[src/rtl/cmult_pipe_rs.sv]
// rtl/cmult_pipe_rs.sv - pipelined 3-multiplier complex multiplier with rounding and narrowing
//
// Computes p = a * b (or a * conj(b) when conj is set with the sample) using
// three real multipliers that share the term (ar - ai) * bi:
//    pr = ar*(br - bi) + bi*(ar - ai)
//    pi = ai*(br + bi) + bi*(ar - ai)
// The conjugate case reuses the same datapath with bi negated on entry.
//
// Pipeline: 6 arithmetic stages + 1 round/narrow stage, 7 enabled cycles
// from in_valid to out_valid, one sample per enabled cycle, no backpressure.
//
// Build option: define CMULT_SAT_EN to clamp out-of-range results and raise
// ovf; otherwise results wrap to OWIDTH bits and ovf stays 0.
//
// Ports:
//    clk        rising-edge clock
//    rst        synchronous active-high reset (clears valid pipe and outputs)
//    ce         clock enable; low freezes every register
//    in_valid   input sample qualifier
//    conj       multiply by conj(b) for this sample
//    ar, ai     signed a operand, AWIDTH bits
//    br, bi     signed b operand, BWIDTH bits
//    out_valid  output qualifier
//    pr, pi     signed product, OWIDTH bits, held while out_valid is low
//    ovf        saturation occurred on pr or pi for this output sample
module cmult_pipe_rs #(
   parameter int AWIDTH = 18,
   parameter int BWIDTH = 18,
   parameter int OWIDTH = 37,
   parameter int SHIFT  = 0
) (
   input  logic                     clk,
   input  logic                     rst,
   input  logic                     ce,
   input  logic                     in_valid,
   input  logic                     conj,
   input  logic signed [AWIDTH-1:0] ar,
   input  logic signed [AWIDTH-1:0] ai,
   input  logic signed [BWIDTH-1:0] br,
   input  logic signed [BWIDTH-1:0] bi,
   output logic                     out_valid,
   output logic signed [OWIDTH-1:0] pr,
   output logic signed [OWIDTH-1:0] pi,
   output logic                     ovf
);

   // Full-precision product width is AWIDTH+BWIDTH+1; the intermediate
   // partial products of the 3-multiplier form need one more bit, and the
   // post-adders and rounding bias one more again.
   localparam int F = AWIDTH + BWIDTH + 1;
   localparam int W = F + 2;

   // Half an output LSB, zero when no scaling is applied.
   localparam logic signed [W-1:0] RND = (W'(1) << SHIFT) >>> 1;

   // Stage 1: operand capture; bi is widened by one bit so that negating
   // the most negative value is exact.
   logic signed [AWIDTH-1:0] s1_ar, s1_ai;
   logic signed [BWIDTH-1:0] s1_br;
   logic signed [BWIDTH:0]   s1_bi;

   // Stage 2: pre-adders.
   logic signed [AWIDTH:0]   s2_d;
   logic signed [BWIDTH+1:0] s2_sr, s2_si;
   logic signed [AWIDTH-1:0] s2_ar, s2_ai;
   logic signed [BWIDTH:0]   s2_bi;

   // Stages 3-4: multipliers, registered twice so they can map onto
   // pipelined DSP blocks.
   logic signed [W-1:0] s3_mr, s3_mi, s3_mc;
   logic signed [W-1:0] s4_mr, s4_mi, s4_mc;

   // Stage 5: post-adders (full precision). Stage 6: rounding bias.
   logic signed [W-1:0] s5_r, s5_i;
   logic signed [W-1:0] s6_r, s6_i;

   // Valid tracking for stages 1..6; stage 7 is out_valid itself.
   logic [5:0] vp;

   // Narrowed result with its overflow flag in the top bit.
   logic [OWIDTH:0] nr, ni;

`ifdef CMULT_SAT_EN
   function automatic logic [OWIDTH:0] narrow(input logic signed [W-1:0] v);
      logic signed [W-1:0] s;
      logic [W-OWIDTH:0]   hi;
      s  = v >>> SHIFT;
      hi = s[W-1:OWIDTH-1];
      // In range when every bit from the output sign bit upward agrees.
      if (&hi || ~|hi)
         return {1'b0, s[OWIDTH-1:0]};
      else if (s[W-1])
         return {1'b1, 1'b1, {(OWIDTH-1){1'b0}}};
      else
         return {1'b1, 1'b0, {(OWIDTH-1){1'b1}}};
   endfunction
`else
   function automatic logic [OWIDTH:0] narrow(input logic signed [W-1:0] v);
      return {1'b0, OWIDTH'(v >>> SHIFT)};
   endfunction
`endif

   assign nr = narrow(s6_r);
   assign ni = narrow(s6_i);

   // Datapath registers: no reset needed, garbage is masked by the valid pipe.
   always_ff @(posedge clk) begin
      if (ce) begin
         s1_ar <= ar;
         s1_ai <= ai;
         s1_br <= br;
         s1_bi <= conj ? -((BWIDTH+1)'(bi)) : (BWIDTH+1)'(bi);

         s2_d  <= (AWIDTH+1)'(s1_ar) - (AWIDTH+1)'(s1_ai);
         s2_sr <= (BWIDTH+2)'(s1_br) - (BWIDTH+2)'(s1_bi);
         s2_si <= (BWIDTH+2)'(s1_br) + (BWIDTH+2)'(s1_bi);
         s2_ar <= s1_ar;
         s2_ai <= s1_ai;
         s2_bi <= s1_bi;

         s3_mc <= W'(s2_d)  * W'(s2_bi);
         s3_mr <= W'(s2_ar) * W'(s2_sr);
         s3_mi <= W'(s2_ai) * W'(s2_si);

         s4_mc <= s3_mc;
         s4_mr <= s3_mr;
         s4_mi <= s3_mi;

         s5_r  <= s4_mr + s4_mc;
         s5_i  <= s4_mi + s4_mc;

         s6_r  <= s5_r + RND;
         s6_i  <= s5_i + RND;
      end
   end

   // Control and output registers: reset wins over ce.
   always_ff @(posedge clk) begin
      if (rst) begin
         vp        <= '0;
         out_valid <= 1'b0;
         pr        <= '0;
         pi        <= '0;
         ovf       <= 1'b0;
      end else if (ce) begin
         vp        <= {vp[4:0], in_valid};
         out_valid <= vp[5];
         // Outputs only move for a real sample so they hold across gaps.
         if (vp[5]) begin
            pr  <= nr[OWIDTH-1:0];
            pi  <= ni[OWIDTH-1:0];
            ovf <= nr[OWIDTH] | ni[OWIDTH];
         end
      end
   end

endmodule

[config.mk]
export PLATFORM = sky130hd
export DESIGN_NAME = cmult_pipe_rs
export DESIGN_NICKNAME = d
export VERILOG_FILES = /design/src/rtl/cmult_pipe_rs.sv
export SDC_FILE = /design/constraint.sdc
export NUM_CORES = 2
export LEC_CHECK = 0
export BUFFER_PORTS_ARGS = -buffer_cell sky130_fd_sc_hd__buf_4
export CAP_MARGIN = 20
export CORE_ASPECT_RATIO = 1.4
export CORE_MARGIN = 2
export CORE_UTILIZATION = 55
export DETAILED_ROUTE_END_ITERATION = 10
export PLACE_DENSITY = 0.74
export SLEW_MARGIN = 10
export SYNTH_ARGS = -nofsm -noshare
export SYNTH_HDL_FRONTEND = slang
export SYNTH_SLANG_ARGS = --single-unit
[constraint.sdc]
create_clock -name clk -period 10.3 [get_ports clk]
set_input_delay 1.545 -clock clk [delete_from_list [all_inputs] [get_ports clk]]
set_output_delay 1.545 -clock clk [all_outputs]
set_load 0.05 [all_outputs]
==> summary.txt <==
Synthesis
  – Post-Syn Nets: 7835
  – Warnings, synthesis: 0
  – Gate Count Post-Synth: 6251
  – Synth async-reset ratio: 0%
  – Synth unique cells: 79
  – Synth area leaders: fa_1 33%, edfxtp_1 26%, ha_1 8.2%
  – Top-area cell type share of the netlist area: ~33%
  – Post-synth EDFFs: 556
  – Avg Inst Size Synth: 10.4 sq um
  – Post-synthesis cell area: between 60000 and 70000 sq um
  – #FFs+latches synth: 637
  – Area leader, netlist: fa_1
  – Register area share after synthesis: 28.1%
  – Synth Flop Type: edfxtp_1

Placement
  – Placed cells: 7784
  – Pre-CTS setup slack: approximately 2.9 ns
  – Gp weighted congestion: 0.915
  – DP Wirelength: 124000 microns
  – Port Buf Inserts: 151

STA
  – Final Max Slew Viols: 0
  – Fmax achieved: approximately 140 MHz
  – TNS Setup: 0 ns
  – Rel. slew slack: 27.2%
  – Final min period: 7.39 ns
  – Final hold vios: 0
  – RSZ-0062 raised after global routing: no
  – Final setup viols: 0
  – Setup WS post-layout: 2.91 ns
  – Worst-Margin Slew: between 1 and 1.5 ns
  – Layout Skew: 0.0312 ns
  – Fin crit share: 71.7%

Routing
  – Post-route ant nets: 0
  – Total Routed Length: 157000 microns
  – # DRC: 0
  – Vias per inst: between 5 and 6
  – Via Count: 43048
  – Iteration count of the initial detailed-routing pass: 5
  – DR iter-0 viols: between 2000 and 3000
  – Avg WL per Cell: 19.8 microns

Clocking
  – CTS sink count: 637
  – Post-CTS Resized: 0
  – CTS Hold Buffers Added: 0
  – Longest Clk Path Bufs: 3
  – Worst-Skew Late Latency: 0.69 ns
  – Clk root buf: clkbuf_16
  – CTS Buf Count: 70
  – Setup Fix Bufs, Post-CTS: 0
  – Clock transition at path regs: ~0.08 ns
  – Clock tree from TritonCTS: done
  – CTS H-tree depth: 3

Floorplanning
  – Die H: 412 microns
  – Core Footprint: between 100000 and 150000 sq um
  – Die ar.: 121000 sq um
  – Initial Util: 55.4%
  – # rows: 149
  – I/O pins: between 150 and 200
  – Chip width: 295 microns

Critical path
  – CP max FO: 19
  – Crit path kind: flip-flop to flip-flop
  – Critical Path AT: roughly 8 ns
  – Startpoint type of the worst setup path: flip-flop
  – CP endpoint kind: flip-flop
  – Req. time, crit path: 10.73 ns
  – Reg2Reg Setup Slack: 2.91 ns

Final layout
  – Nets@finish: 7856
  – Diodes inserted: 0
  – Post-synthesis to final-layout area growth: 7.50%
  – Final cell count without fillers: 7914
  – Layout cells sized above 1: between 5 and 6%

Global route
  – Total Routing Usage GR: a little over a quarter
  – Vias in the first global route: 46986
  – First-pass GRT wire length: 252000 microns
  – Antenna violations before repair: 3
  – Grt ovf: 0
  – Largest net degree at the start of global routing: between 150 and 200

Min path
  – Min-Delay Path Class: flip-flop to flip-flop

Outcome
  – Outcome: completed

Run
  – Max Cap Viol: 0
metal layers:
| metal | track usage [%] | vias up | part of all wire, % | wire length (microns) |
|---|---|---|---|---|
| met4 | 16.5 | 0 | 7.0 | 10900 |
| met3 | 3.32 | 462 | 4.7 | 7390 |
| met2 | 48.5 | 1303 | 51 | 80400 |
| met1 | 31.3 | 21919 | 37 | 57900 |
| li1 | - | 19364 | - | - |
| met5 | 0 | - | 0 | 0 |
cells by family (layout without fill, tap and decap cells):
logic type / Yosys count / after routing / synth area share [%]
AOI/OAI and AO/OA: 615 / 615 / 6.04
xor gates and xnor gates: 243 / 243 / 3.26
adders and majority gates: 1507 / 1507 / 41.3
buffers and inverters: 1555 / 1633 / 8.95
DFF: 637 / 637 / 28.1
muxes: 9 / 9 / 0.140
other: 1 / 1 / 0.00575
and+or+nand+nor: 1684 / 1684 / 12.2
cells in the mapped netlist, types with 8 or more instances:
master       n
ha_1       429
o21a_1      26
nand4_1     13
edfxtp_1   556
buf_1       14
a31oi_1     13
o21ai_1     25
nor2_1     162
o211ai_1    12
nor2b_1     39
o21ai_0     77
or3_1       12
and3_1      19
a21oi_1    236
o31ai_1     13
and2_1     445
nand2b_1    46
nand3_1     34
inv_1     1323
dfxtp_1     81
or2_2       10
nand2_1    829
mux2i_1      8
xnor2_1    187
o31a_1       8
fa_1      1078
o41ai_1      8
xor2_1      56
nor3_1      50
or4_1       12
o21bai_1    21
clkbuf_1   217
a211oi_1    29
a21o_1      76
cell usage in the layout, fill, tap and decap left out, types with 26 or more instances in the layout:
cell	count
o21a_1	26
xor2_1	56
a211oi_1	29
buf_4	177
xnor2_1	187
nand2_1	828
a21o_1	76
nand2b_1	46
nor3_1	50
nand3_1	34
a21oi_1	236
dfxtp_1	81
and2_1	444
clkbuf_16	72
inv_1	1323
edfxtp_1	556
nor2_1	162
ha_1	429
o21ai_0	77
fa_1	1078
nor2b_1	39
per-stage QoR:
step                area [sq um]  hold slack, ns  util [%]
finish                     70200           0.412      59.5
global route               70200           0.419      59.5
CTS                        70100           0.414      59.5
detailed placement         67800           0.405      57.5
global placement           67800           0.400      57.5
floorplan                  65300           0.400         -
path summary, 6_finish.rpt:
path,from,endpoint,cells past startpoint
hold reg to reg,s3_mr[6],s4_mr[6],0
setup / recovery,s2_bi[4],s3_mc[36],19
setup reg to reg,s2_bi[4],s3_mc[36],19
hold / removal,s3_mr[6],s4_mr[6],0
flip-flops by register name, summed over array words and instances (netlist names), 18 cells and up:
register  cells
s2_si        19
s3_mr        37
s6_i         37
s2_sr        20
s2_ar        18
s3_mc        37
s2_bi        19
s4_mc        37
s5_i         37
s2_d         19
s6_r         37
pi           37
s1_ai        18
s4_mr        37
s3_mi        37
s2_ai        18
s4_mi        37
pr           37
s1_bi        19
s1_br        18
s5_r         37
s1_ar        18
critical path, cell delays in order (launching register included):
cell	delay, ns
edfxtp_1	0.93
nand2_1	0.18
fa_1	0.54
fa_1	0.61
fa_1	0.54
inv_1	0.06
fa_1	0.55
fa_1	0.43
fa_1	0.51
fa_1	0.42
ha_1	0.35
and3_1	0.19
a221oi_1	0.38
o221ai_1	0.15
a31oi_1	0.40
o21ai_1	0.22
a21oi_1	0.28
o31ai_1	0.12
a21oi_1	0.18
xnor2_1	0.08
layout make-up:
cell class | instances | area, sq um
fill | 9789 | 47700
multi-input combinational | 4059 | 41100
sequential | 637 | 18300
inverter | 1323 | 4970
tap | 1585 | 1980
clock buffer | 83 | 1860
timing repair buffer | 181 | 1410
clock inverter | 46 | 509
Power is not shown: default switching activity piles up to over one toggle a cycle in this logic, so the estimate is an artifact.
